==> config.mk <==
export PLATFORM = sky130hd
export DESIGN_NAME = ulpi_init_seq_flat
export DESIGN_NICKNAME = d
export VERILOG_FILES = /design/src/rtl/ulpi_pkg.sv /design/src/rtl/ulpi_init_seq_if.sv /design/src/rtl/ulpi_init_rom.sv /design/src/rtl/ulpi_init_seq.sv /design/src/flat_wrapper.sv
export SDC_FILE = /design/constraint.sdc
export NUM_CORES = 1
export LEC_CHECK = 0
export CAP_MARGIN = 40
export CORE_ASPECT_RATIO = 0.75
export CORE_MARGIN = 2
export CORE_UTILIZATION = 30
export DETAILED_ROUTE_END_ITERATION = 6
export PLACE_DENSITY = 0.58
export SLEW_MARGIN = 25
export SYNTH_ARGS = -nofsm -noshare
export SYNTH_HDL_FRONTEND = slang
export SYNTH_SLANG_ARGS = --single-unit
==> constraint.sdc <==
create_clock -name CLK_60M -period 6.3 [get_ports CLK_60M]
set_input_delay 1.26 -clock CLK_60M [delete_from_list [all_inputs] [get_ports CLK_60M]]
set_output_delay 1.26 -clock CLK_60M [all_outputs]
set_load 0.02 [all_outputs]
==> src/rtl/ulpi_pkg.sv <==
// ulpi_pkg: ULPI register map, init-table record type and sequencer encodings
package ulpi_pkg;
  localparam logic [5:0] FUNC_CTRL = 6'h04;
  localparam logic [5:0] OTG_CTRL = 6'h0A;
  localparam logic [5:0] VENDOR_ID_LO = 6'h00;
  localparam logic [7:0] FC_XCVR_FS = 8'h01;
  localparam logic [7:0] FC_TERM_SEL = 8'h04;
  localparam logic [7:0] FC_OPMODE_NORM = 8'h00;
  localparam logic [7:0] FC_SUSPENDM = 8'h40;
  localparam logic [7:0] FUNC_CTRL_INIT = FC_SUSPENDM | FC_TERM_SEL | FC_XCVR_FS | FC_OPMODE_NORM;
  localparam logic [7:0] OTG_CTRL_INIT = 8'h00;
  typedef enum logic [1:0] {ERR_NONE, ERR_FAIL, ERR_TIMEOUT, ERR_MISMATCH} err_t;
  typedef enum logic [2:0] {S_WAIT_READY, S_ISSUE, S_WAIT_RESP, S_GAP, S_DONE, S_ERROR} state_t;
  typedef struct packed {
    logic rw;
    logic [5:0] addr;
    logic [7:0] data;
    logic check;
  } step_t;
  localparam int N_STEPS = 4;
  localparam int STEP_W = 3;
  localparam step_t INIT_TABLE [N_STEPS] = '{
    '{1'b1, FUNC_CTRL, FUNC_CTRL_INIT, 1'b0},
    '{1'b1, OTG_CTRL, OTG_CTRL_INIT, 1'b0},
    '{1'b0, FUNC_CTRL, FUNC_CTRL_INIT, 1'b1},
    '{1'b0, OTG_CTRL, OTG_CTRL_INIT, 1'b1}
  };
  function automatic logic read_mismatch(step_t e, logic [7:0] rd);
    return !e.rw && e.check && rd != e.data;
  endfunction
endpackage

==> src/rtl/ulpi_init_seq_if.sv <==
// ulpi_init_seq_if: strobe-based ULPI register-access port
interface ulpi_init_seq_if;
  logic REG_EN;
  logic REG_RW;
  logic [5:0] REG_ADDR;
  logic [7:0] REG_DATA_I;
  logic REG_DONE;
  logic REG_FAIL;
  logic [7:0] REG_DATA_O;
  modport master(output REG_EN, REG_RW, REG_ADDR, REG_DATA_I, input REG_DONE, REG_FAIL, REG_DATA_O);
  modport slave(input REG_EN, REG_RW, REG_ADDR, REG_DATA_I, output REG_DONE, REG_FAIL, REG_DATA_O);
endinterface

==> src/rtl/ulpi_init_rom.sv <==
// ulpi_init_rom: step index to init-table entry lookup
module ulpi_init_rom
  import ulpi_pkg::*;
(
  input logic [STEP_W-1:0] step,
  output step_t entry
);
  // Indices past the table read as an all-zero entry
  always_comb begin
    entry = '0;
    for (int i = 0; i < N_STEPS; i++)
      if (step == STEP_W'(i)) entry = INIT_TABLE[i];
  end
endmodule

==> src/rtl/ulpi_init_seq.sv <==
// ulpi_init_seq: replays the ULPI init table through the register port with retry/timeout
module ulpi_init_seq
  import ulpi_pkg::*;
#(
  parameter int MAX_RETRY = 3,
  parameter int TIMEOUT = 1023
) (
  input logic CLK_60M,
  input logic NRST_A_USB,
  input logic START,
  input logic READY,
  ulpi_init_seq_if.master port,
  output logic INIT_BUSY,
  output logic INIT_DONE,
  output logic INIT_ERR,
  output logic [2:0] ERR_STEP,
  output logic [1:0] ERR_CODE
);
  localparam int CW = $clog2(TIMEOUT + 1);
  localparam int RTW = MAX_RETRY > 0 ? $clog2(MAX_RETRY + 1) : 1;
  state_t state, state_n;
  logic [STEP_W-1:0] step, step_n, err_step, err_step_n;
  logic [RTW-1:0] retry, retry_n;
  logic [CW-1:0] cnt, cnt_n;
  err_t err_code, err_code_n, retry_code;
  step_t entry;
  logic timeout;
  ulpi_init_rom rom (.step(step), .entry(entry));
  assign port.REG_EN = state == S_ISSUE;
  assign ERR_STEP = err_step;
  assign ERR_CODE = err_code;
  assign timeout = cnt == CW'(TIMEOUT - 1);
  assign retry_code = port.REG_FAIL ? ERR_FAIL : ERR_TIMEOUT;
  // Next state: response handling, retry budget, and abandon on READY loss
  always_comb begin
    state_n = state;
    step_n = step;
    retry_n = retry;
    cnt_n = cnt;
    err_step_n = err_step;
    err_code_n = err_code;
    case (state)
      S_WAIT_READY: state_n = READY ? S_ISSUE : S_WAIT_READY;
      S_ISSUE: begin
        cnt_n = '0;
        state_n = S_WAIT_RESP;
      end
      S_WAIT_RESP: begin
        cnt_n = cnt + 1'b1;
        if (port.REG_FAIL || (!port.REG_DONE && timeout)) begin
          if (retry < RTW'(MAX_RETRY)) begin
            retry_n = retry + 1'b1;
            state_n = S_GAP;
          end else begin
            state_n = S_ERROR;
            err_step_n = step;
            err_code_n = retry_code;
          end
        end else if (port.REG_DONE) begin
          if (read_mismatch(entry, port.REG_DATA_O)) begin
            state_n = S_ERROR;
            err_step_n = step;
            err_code_n = ERR_MISMATCH;
          end else begin
            step_n = step + 1'b1;
            retry_n = '0;
            state_n = S_GAP;
          end
        end
      end
      S_GAP: state_n = step == STEP_W'(N_STEPS) ? S_DONE : S_ISSUE;
      S_DONE, S_ERROR: if (START) begin
        state_n = S_WAIT_READY;
        step_n = '0;
        retry_n = '0;
        err_step_n = '0;
        err_code_n = ERR_NONE;
      end
      default: state_n = S_WAIT_READY;
    endcase
    if (!READY && state inside {S_ISSUE, S_WAIT_RESP, S_GAP}) begin
      state_n = S_WAIT_READY;
      step_n = '0;
      retry_n = '0;
      err_step_n = err_step;
      err_code_n = err_code;
    end
  end
  // State/datapath registers; access fields load on entry to ISSUE and hold through the response
  always_ff @(posedge CLK_60M or negedge NRST_A_USB)
    if (!NRST_A_USB) begin
      state <= S_WAIT_READY;
      step <= '0;
      retry <= '0;
      cnt <= '0;
      err_step <= '0;
      err_code <= ERR_NONE;
      port.REG_RW <= 1'b0;
      port.REG_ADDR <= '0;
      port.REG_DATA_I <= '0;
      INIT_BUSY <= 1'b0;
      INIT_DONE <= 1'b0;
      INIT_ERR <= 1'b0;
    end else begin
      state <= state_n;
      step <= step_n;
      retry <= retry_n;
      cnt <= cnt_n;
      err_step <= err_step_n;
      err_code <= err_code_n;
      if (state_n == S_ISSUE) begin
        port.REG_RW <= entry.rw;
        port.REG_ADDR <= entry.addr;
        port.REG_DATA_I <= entry.data;
      end
      INIT_BUSY <= !(state_n inside {S_DONE, S_ERROR});
      INIT_DONE <= state_n == S_DONE;
      INIT_ERR <= state_n == S_ERROR;
    end
endmodule
==> src/flat_wrapper.sv <==
// flat-port wrapper written by rule: the top's interface ports become plain ports
module ulpi_init_seq_flat import ulpi_pkg::*;
#(
  parameter int MAX_RETRY = 3,
  parameter int TIMEOUT = 1023
)
  (CLK_60M, NRST_A_USB, START, READY, INIT_BUSY, INIT_DONE, INIT_ERR, ERR_STEP, ERR_CODE, port_REG_EN, port_REG_RW, port_REG_ADDR, port_REG_DATA_I, port_REG_DONE, port_REG_FAIL, port_REG_DATA_O);
  ulpi_init_seq_if port_i ();
  input logic CLK_60M;
  input logic NRST_A_USB;
  input logic START;
  input logic READY;
  output logic INIT_BUSY;
  output logic INIT_DONE;
  output logic INIT_ERR;
  output logic [2:0] ERR_STEP;
  output logic [1:0] ERR_CODE;
  output wire logic [$bits(port_i.REG_EN)-1:0] port_REG_EN;
  output wire logic [$bits(port_i.REG_RW)-1:0] port_REG_RW;
  output wire logic [$bits(port_i.REG_ADDR)-1:0] port_REG_ADDR;
  output wire logic [$bits(port_i.REG_DATA_I)-1:0] port_REG_DATA_I;
  input wire logic [$bits(port_i.REG_DONE)-1:0] port_REG_DONE;
  input wire logic [$bits(port_i.REG_FAIL)-1:0] port_REG_FAIL;
  input wire logic [$bits(port_i.REG_DATA_O)-1:0] port_REG_DATA_O;
  assign port_REG_EN = port_i.REG_EN;
  assign port_REG_RW = port_i.REG_RW;
  assign port_REG_ADDR = port_i.REG_ADDR;
  assign port_REG_DATA_I = port_i.REG_DATA_I;
  assign port_i.REG_DONE = port_REG_DONE;
  assign port_i.REG_FAIL = port_REG_FAIL;
  assign port_i.REG_DATA_O = port_REG_DATA_O;
  ulpi_init_seq #(.MAX_RETRY(MAX_RETRY), .TIMEOUT(TIMEOUT)) u_core (.CLK_60M(CLK_60M), .NRST_A_USB(NRST_A_USB), .START(START), .READY(READY), .port(port_i), .INIT_BUSY(INIT_BUSY), .INIT_DONE(INIT_DONE), .INIT_ERR(INIT_ERR), .ERR_STEP(ERR_STEP), .ERR_CODE(ERR_CODE));
endmodule
==> impl_metrics.tcl, run 1 <==
set metrics [dict create \
    status "finished clean" \
    synth_area_per_cell_um2 9.41 \
    period_needed_ns 3.36 \
    ys_ff_latch 29 \
    synth_top_area_cell "dfrtp_1" \
    cts-root-buf "clkbuf_8" \
    overflow 0 \
    post_cts_buffers 0 \
    slew_violations 0 \
    grt_pass1_vias 1284 \
    switching_power_w 0.000329 \
    antenna_found_initial 0 \
    pwr-share-clk_pct 23.0 \
    gp_congestion 0.785 \
    worst_pin_slew_ns 0.535 \
    fin_tns_setup_ns 0 \
    cp-end-kind "output port" \
    hold_class "flop to flop" \
    grt_pass1_wl_mm 6.16 \
    fin_skew_ns 0.00632 \
    r2r_cells 9 \
    path_clk_slew_ns 0.06 \
    drc 0 \
    core_area_um2 5410 \
    via_per_inst 4.58 \
    max-slew-margin-rel_pct 64.2 \
    synth_top_area_share_pct 42.6 \
    reg2reg_slack_ns 3.73 \
    synthCells 181 \
    seq_power_share_pct 32.1 \
    multi_input_area_um2 853 \
    nets 232 \
    syn_area_um2 1700 \
    grt.total_usage_pct 12.4 \
    async_flop_share_pct 100 \
    ctsHoldBuffers 0 \
    finalHoldViolCount 0 \
    vias 1309 \
    yosys_warnings 0 \
    synth-edff-count 0 \
    holdPathStages 2 \
    antenna_cells 0 \
    die_h_um 69.2 \
    crit_fanout 9 \
    yosysUniqueCellTypes 43 \
    tritoncts "built" \
    rsz0062_at_grt "false" \
    num_rows 23 \
    ys.flop_type "dfrtp_1" \
    maxCapViolations 0 \
    worstSkewPairLatency_ns 0.29 \
    p_sw_share_pct 37.9 \
    setup_viol 0 \
    area_delta_synth_final_pct 25.4 \
    p_leak_nw 0.946 \
    ctsHtreeMaxLevel 2 \
    dieWidth_um 91.0 \
    dpl.cell_count 278 \
    clockBufferDepth 2 \
    die_area_um2 6300 \
    worstSetupPathType "flop to output port" \
    finalNonFillerCells 286 \
    peakVddDrop_mv 0.123 \
    initial_core_util_pct 31.5 \
    required_ns 5.04 \
    drt-total-wl_mm 3.55 \
    yosys-top-cells-area "dfrtp_1, ha_1, buf_4" \
    fillCellCount 556 \
    cts-buffers-inserted 5 \
    antenna_left 0 \
    p_per_area_nw_per_um2 406 \
    hpwl_mm 2.69 \
    portBuffers 29 \
    ios 38 \
    seqCellArea_um2 726 \
    critPathArrivalTime_ns 2.10 \
    routedWlPerCell_um 12.4 \
    post_cts_resized 0 \
    grt_max_degree 30 \
    ys_seq_area_share_pct 42.6 \
    cts_sinks 29 \
    drt_pass1_iterations 4 \
    fmax_mhz 298 \
    min_period_over_period_pct 53.3 \
    p_comb_share_pct 44.9 \
    drive_gt1_share_pct 9.00 \
    intPower_w 0.000539 \
    drtIter0Drc 37 \
    startpoint_type "flop" \
]
cell type report:
type	instances	area share [%]
inverters	13	2.28
multi-input cells	131	40.0
flip-flops and latches	29	34.0
repair buffers	30	13.9
well taps	75	4.39
clock buffers	7	4.04
clock inverters	1	1.41
logic make-up after synthesis:
family	count (synthesis)	synth area share (%)
adders and majority gates	8	5.88
muxes	7	4.26
AOI/OAI and AO/OA	41	16.5
buffers and inverters	28	8.82
DFF	29	42.6
xor gates and xnor gates	1	0.514
and+or+nand+nor	66	21.2
other	1	0.220
critical path: stages, from the launching register on:
cell and delay, ns:
dfrtp_1 0.52, nand2b_1 0.16, or2_2 0.38, inv_1 0.13, clkdlybuf4s50_1 0.62
metal layers:
layer  routed length, um  vias up  GRT usage (%)
met2                1390       23           16.4
met3                 176        7           3.80
met4                  70        0           5.56
li1                    -      664              -
met1                1910      615           18.4
met5                   0        -              0
layout by cell type (no fill, tap or decap), types with 2 or more instances in the layout:
cell / synthesis / routed
mux2i_1: 5 / 5
nand3_1: 7 / 7
a21oi_1: 4 / 4
nor2b_1: 3 / 3
nand4_1: 3 / 3
nand2_1: 15 / 15
clkbuf_8: 0 / 6
conb_1: 1 / 8
dfrtp_1: 29 / 29
ha_1: 8 / 8
nand2b_1: 7 / 7
o21bai_4: 2 / 2
o22ai_1: 3 / 3
o211ai_1: 2 / 2
inv_1: 13 / 13
o31ai_1: 4 / 4
nor2_1: 17 / 17
o21ai_0: 17 / 17
or2_2: 3 / 3
clkdlybuf4s50_1: 0 / 29
flip-flops by register name, summed over array words and instances (netlist names):
signal / count
u_core.INIT_BUSY: 1
u_core.INIT_DONE: 1
u_core.port.REG_ADDR: 1
u_core.INIT_ERR: 1
u_core.retry: 2
u_core.ERR_STEP: 3
u_core.port.REG_RW: 1
u_core.cnt: 10
u_core.step: 3
u_core.state: 3
u_core.port.REG_DATA_I: 1
u_core.ERR_CODE: 2
final timing paths:
| path | to | start |
|---|---|---|
| min in group asynchronous | u_core.state[0] | NRST_A_USB |
| setup / recovery | port_REG_EN | u_core.state[0] |
| hold / removal | u_core.ERR_CODE[1] | u_core.ERR_CODE[1] |
| setup reg to reg | u_core.port.REG_RW | u_core.step[0] |
| max in group asynchronous | u_core.step[2] | NRST_A_USB |
| hold reg to reg | u_core.ERR_CODE[1] | u_core.ERR_CODE[1] |
synth_stat cells (2+ instances only):
| cell type | count |
|---|---|
| dfrtp_1 | 29 |
| nor2_1 | 17 |
| o21ai_0 | 17 |
| nand2_1 | 15 |
| inv_1 | 13 |
| buf_4 | 12 |
| ha_1 | 8 |
| nand2b_1 | 7 |
| nand3_1 | 7 |
| mux2i_1 | 5 |
| a21oi_1 | 4 |
| o31ai_1 | 4 |
| clkbuf_1 | 3 |
| nand4_1 | 3 |
| nor2b_1 | 3 |
| o22ai_1 | 3 |
| or2_2 | 3 |
| o211ai_1 | 2 |
| o21bai_4 | 2 |
power groups by stage:
| stage | Clock (W) | Sequential (W) | Combinational (W) |
|---|---|---|---|
| 2_1_floorplan | 0 | 0.000300 | 0.000248 |
| 3_3_place_gp | 0 | 0.000281 | 0.000386 |
| 3_5_place_dp | 0 | 0.000281 | 0.000390 |
| 4_1_cts | 0.000204 | 0.000279 | 0.000392 |
| 5_1_grt | 0.000212 | 0.000289 | 0.000433 |
| 6_report | 0.000200 | 0.000278 | 0.000390 |
through the flow:
stage / utilization, % / setup WS (ns) / hold slack [ns] / power, W / instance area (um^2)
after floorplan: - / 3.27 / 0.456 / 0.000548 / 1730
after global placement: 37.3 / 2.78 / 0.473 / 0.000667 / 2020
after detailed placement: 37.3 / 2.72 / 0.477 / 0.000671 / 2020
after CTS: 39.5 / 2.95 / 0.495 / 0.000875 / 2140
after global routing: 39.5 / 2.85 / 0.527 / 0.000934 / 2140
final: 39.5 / 2.94 / 0.492 / 0.000868 / 2140
No activity file was read; power rests on OpenSTA's default activity.
==> inputs of run 2 (changes only) <==
- PLACE_DENSITY: 0.58 -> 0.6
- clock period: 6.3 -> 2.9 ns (I/O delays scaled with it)
==> impl_metrics.tcl, run 2 (synthesis gave the netlist of run 1 again) <==
set metrics [dict create \
    status "finished clean" \
    grt_use_met1_pct 18.3 \
    required_ns 2.32 \
    routedWlPerCell_um 12.8 \
    area_delta_synth_final_pct 27.2 \
    grt_pass1_wl_mm 5.94 \
    grt_pass1_vias 1227 \
    gp_congestion 0.750 \
    drive_gt1_share_pct 12.0 \
    antenna_cells 0 \
    min_period_over_period_pct 90.5 \
    post_cts_buffers 0 \
    nets 238 \
    overflow 0 \
    reg2reg_slack_ns 0.35 \
    num_rows 23 \
    largest_reg_flops 10 \
    setup_viol 0 \
    grt_util_met3_pct 3.26 \
    holdPathStages 2 \
    hpwl_mm 2.78 \
    period_needed_ns 2.62 \
    antenna_found_initial 0 \
    initial_core_util_pct 31.5 \
    rsz0062_at_grt "false" \
    hp-start "u_core.ERR_STEP[1]" \
    cts-root-buf "clkbuf_8" \
    largest-register "u_core.cnt" \
    r2r_cells 9 \
    p_leak_nw 0.972 \
    path_clk_slew_ns 0.07 \
    portBuffers 29 \
    crit_fanout 8 \
    cts-buffers-inserted 5 \
    vias 1375 \
    fillCellCount 565 \
    startpoint_type "flop" \
    ctsHtreeMaxLevel 2 \
    seqCellArea_um2 726 \
    post_cts_resized 0 \
    fin_tns_setup_ns 0 \
    p_per_area_nw_per_um2 869 \
    fmax_mhz 381 \
    slew_violations 0 \
    grtUsageMet2_pct 15.6 \
    worstSkewPairLatency_ns 0.29 \
    ctsHoldBuffers 0 \
    tritoncts "built" \
    worstSetupPathType "flop to output port" \
    hold_end "u_core.ERR_STEP[1]" \
    maxCapViolations 0 \
    drt_pass1_iterations 4 \
    r2r_start "u_core.step[0]" \
    rr_endpoint "u_core.step[1]" \
    drc 0 \
    die_area_um2 6300 \
    cp_cell_sequence "nand2b_1 > or2_2 > inv_1 > clkdlybuf4s50_1" \
    peakVddDrop_mv 0.331 \
    die_h_um 69.2 \
    drtIter0Drc 112 \
    antenna_left 0 \
    critPathArrivalTime_ns 2.04 \
    core_area_um2 5410 \
    grt_max_degree 30 \
    fin_skew_ns 0.00779 \
    cp-end-kind "output port" \
    hold_class "flop to flop" \
    power_w 0.00188 \
    grt.total_usage_pct 12.0 \
    crit_slowest_cell "clkdlybuf4s50_1" \
    dieWidth_um 91.0 \
    drt-total-wl_mm 3.72 \
    cts_sinks 29 \
    slowest_delay_ns 0.61 \
    multi_input_area_um2 853 \
    via_per_inst 4.71 \
    final_cell_mix "clkdlybuf4s50_1, dfrtp_1, nor2_1, o21ai_0, nand2_1" \
    clockBufferDepth 2 \
    top_usage_layer "met1" \
    ios 38 \
    finalHoldViolCount 0 \
]
[run 2: cell types whose count changed in the layout (fill, tap and decap cells not counted)]
cell	delta
buf_4	+6
bufinv_16	-1
clkbuf_1	-1
clkbuf_8	+1
clkinv_2	+1
[run 2: power breakdown]
part	internal (W)	total [W]	switching, W
sequential	0.000507	0.000604	0.0000972
clock	0.000214	0.000376	0.000162
combinational	0.000423	0.000901	0.000478
[run 2: per-stage QoR]
step           cells  hold slack, ns  instance area [um^2]  setup slack [ns]  utilization, %
4_1_cts          292           0.488                  2170             0.272            40.0
2_1_floorplan    188           0.284                  1730             0.547               -
6_report         292           0.486                  2170             0.276            40.0
3_5_place_dp     284           0.473                  2060            0.0855            38.2
5_1_grt          292           0.513                  2170             0.191            40.0
3_3_place_gp     284           0.472                  2060             0.146            38.2
[run 2: worst max-delay path by stage]
stage | start | endpoint | slack, ns
5_1_grt | u_core.step[0] | u_core.step[1] | 0.19
3_3_place_gp | port_REG_DATA_O[1] | u_core.port.REG_RW | 0.15
6_report | u_core.state[1] | port_REG_EN | 0.28
2_1_floorplan | port_REG_DATA_O[1] | u_core.port.REG_RW | 0.55
4_1_cts | u_core.state[1] | port_REG_EN | 0.27
3_5_place_dp | port_REG_DATA_O[1] | u_core.port.REG_RW | 0.09
[run 2: area by class of cell]
cell class	instances	share of cell area, %
clock buffers	7	4.45
clock inverters	1	0.231
inverters	13	2.25
multi-input cells	131	39.4
flip-flops and latches	29	33.5
well taps	75	4.33
repair buffers	36	15.8
[run 2: routing by layer]
layer / share of wire, % / wire length, um
met4: 1.3 / 48
met1: 50 / 1860
met2: 42 / 1550
met5: 0 / 0
met3: 7.2 / 267
[run 2: worst max-delay path, delay by kind of cell, from the launching register on]
kind                   cells  cell delay [ns]
buffers and inverters      2             0.74
DFF                        1             0.44
and+or+nand+nor            2             0.58
==> inputs of run 3 (changes only) <==
- REMOVE_ABC_BUFFERS: default -> 1
==> impl_metrics.tcl, run 3 (synthesis gave the netlist of run 1 again) <==
set metrics [dict create \
    status "finished clean" \
    cp-end-kind "output port" \
    antenna_found_initial 0 \
    wl_met3_um 165 \
    antenna_cells 0 \
    drt_pass1_iterations 4 \
    fmax_mhz 374 \
    hp-start "u_core.cnt[8]" \
    p_per_area_nw_per_um2 870 \
    rsz0062_at_grt "false" \
    startpoint_type "flop" \
    post_cts_buffers 0 \
    fin_skew_ns 0.00486 \
    fillCellCount 563 \
    nets 238 \
    grt_pass1_wl_mm 6.56 \
    holdPathStages 1 \
    reg2reg_slack_ns 0.35 \
    grt.total_usage_pct 13.1 \
    utilization_pct 40.0 \
    num_rows 23 \
    drc 0 \
    antenna_left 0 \
    fin_tns_setup_ns 0 \
    routedWlPerCell_um 12.7 \
    cts_sinks 29 \
    finalHoldViolCount 0 \
    highest_layer "met4" \
    largest-register "u_core.cnt" \
    grt_max_degree 30 \
    portBuffers 29 \
    grt_pass1_vias 1353 \
    die_h_um 69.2 \
    final_cell_mix "clkdlybuf4s50_1, dfrtp_1, nor2_1, o21ai_0, nand2_1" \
    dieWidth_um 91.0 \
    via_per_inst 4.67 \
    r2r_start "u_core.step[0]" \
    r2r_cells 9 \
    rr_endpoint "u_core.step[1]" \
    cts-buffers-inserted 5 \
    tritoncts "built" \
    ctsHtreeMaxLevel 2 \
    overflow 0 \
    period_needed_ns 2.67 \
    hpwl_mm 2.75 \
    slew_violations 0 \
    initial_core_util_pct 31.5 \
    hold_end "u_core.cnt[8]" \
    path_clk_slew_ns 0.07 \
    maxCapViolations 0 \
    die_area_um2 6300 \
    critPathArrivalTime_ns 2.09 \
    setup_viol 0 \
    ctsHoldBuffers 0 \
    worstSkewPairLatency_ns 0.29 \
    cts-root-buf "clkbuf_8" \
    min_period_over_period_pct 92.2 \
    ios 38 \
    post_cts_resized 0 \
    required_ns 2.32 \
    hold_class "flop to flop" \
    area_delta_synth_final_pct 27.2 \
    m1WireLength_mm 1.97 \
    wl_met2_mm 1.54 \
    drtIter0Drc 71 \
    largest_reg_flops 10 \
    worstSetupPathType "flop to output port" \
    p_leak_nw 0.972 \
    vias 1365 \
    clockBufferDepth 2 \
    crit_fanout 8 \
    peakVddDrop_mv 0.361 \
    drt-total-wl_mm 3.70 \
    drive_gt1_share_pct 12.0 \
    gp_congestion 0.768 \
    core_area_um2 5410 \
]
==> run 3: cell counts in the layout (fill, tap and decap cells not counted) <==
No cell type changed its count.
==> run 3: area by class of cell <==
| cell class | instances | area (um^2) | area share [%] |
|---|---|---|---|
| clock buffer | 7 | 96.3 | 4.45 |
| clock inverter | 1 | 5.00 | 0.231 |
| inverter | 13 | 48.8 | 2.25 |
| multi-input combinational | 131 | 853 | 39.4 |
| sequential | 29 | 726 | 33.5 |
| tap | 75 | 93.8 | 4.33 |
| timing repair buffer | 36 | 343 | 15.8 |
==> run 3: how the worst max path moves through the flow <==
| stage | start | end | slack (ns) | cells past startpoint |
|---|---|---|---|---|
| after floorplan | port_REG_DATA_O[1] | u_core.port.REG_RW | 0.55 | 7 |
| after global placement | port_REG_DATA_O[1] | u_core.port.REG_RW | 0.14 | 8 |
| after detailed placement | port_REG_DATA_O[1] | u_core.port.REG_RW | 0.08 | 8 |
| after CTS | u_core.state[1] | port_REG_EN | 0.22 | 4 |
| after global routing | u_core.state[1] | port_REG_EN | 0.13 | 4 |
| final | u_core.state[1] | port_REG_EN | 0.23 | 4 |
==> run 3: per-stage QoR <==
| step | power, W | hold slack, ns | instance area (um^2) | worst slack [ns] | instances |
|---|---|---|---|---|---|
| 2_1_floorplan | 0.00114 | 0.284 | 1630 | 0.547 | 173 |
| 3_5_place_dp | 0.00151 | 0.476 | 2060 | 0.0804 | 284 |
| 6_report | 0.00188 | 0.492 | 2170 | 0.226 | 292 |
| 5_1_grt | 0.00203 | 0.514 | 2170 | 0.133 | 292 |
| 3_3_place_gp | 0.00149 | 0.468 | 2060 | 0.139 | 284 |
| 4_1_cts | 0.00190 | 0.497 | 2170 | 0.222 | 292 |
==> run 3: layer usage <==
| layer | GRT usage, % | vias to the layer above |
|---|---|---|
| li1 | - | 684 |
| met1 | 19.2 | 648 |
| met2 | 17.8 | 31 |
| met3 | 5.43 | 2 |
| met4 | 3.03 | 0 |
| met5 | 0 | - |
==> run 3: worst max-delay path: stages, from the launching register on <==
cell and delay, ns:
dfrtp_1 0.46, nand2b_1 0.22, or2_2 0.38, inv_1 0.13, clkdlybuf4s50_1 0.61
==> run 3: report_power, final <==
part,switching (W),internal [W]
combinational,0.000477,0.000423
sequential,0.0000975,0.000507
clock,0.000165,0.000214
total,0.000740,0.00114
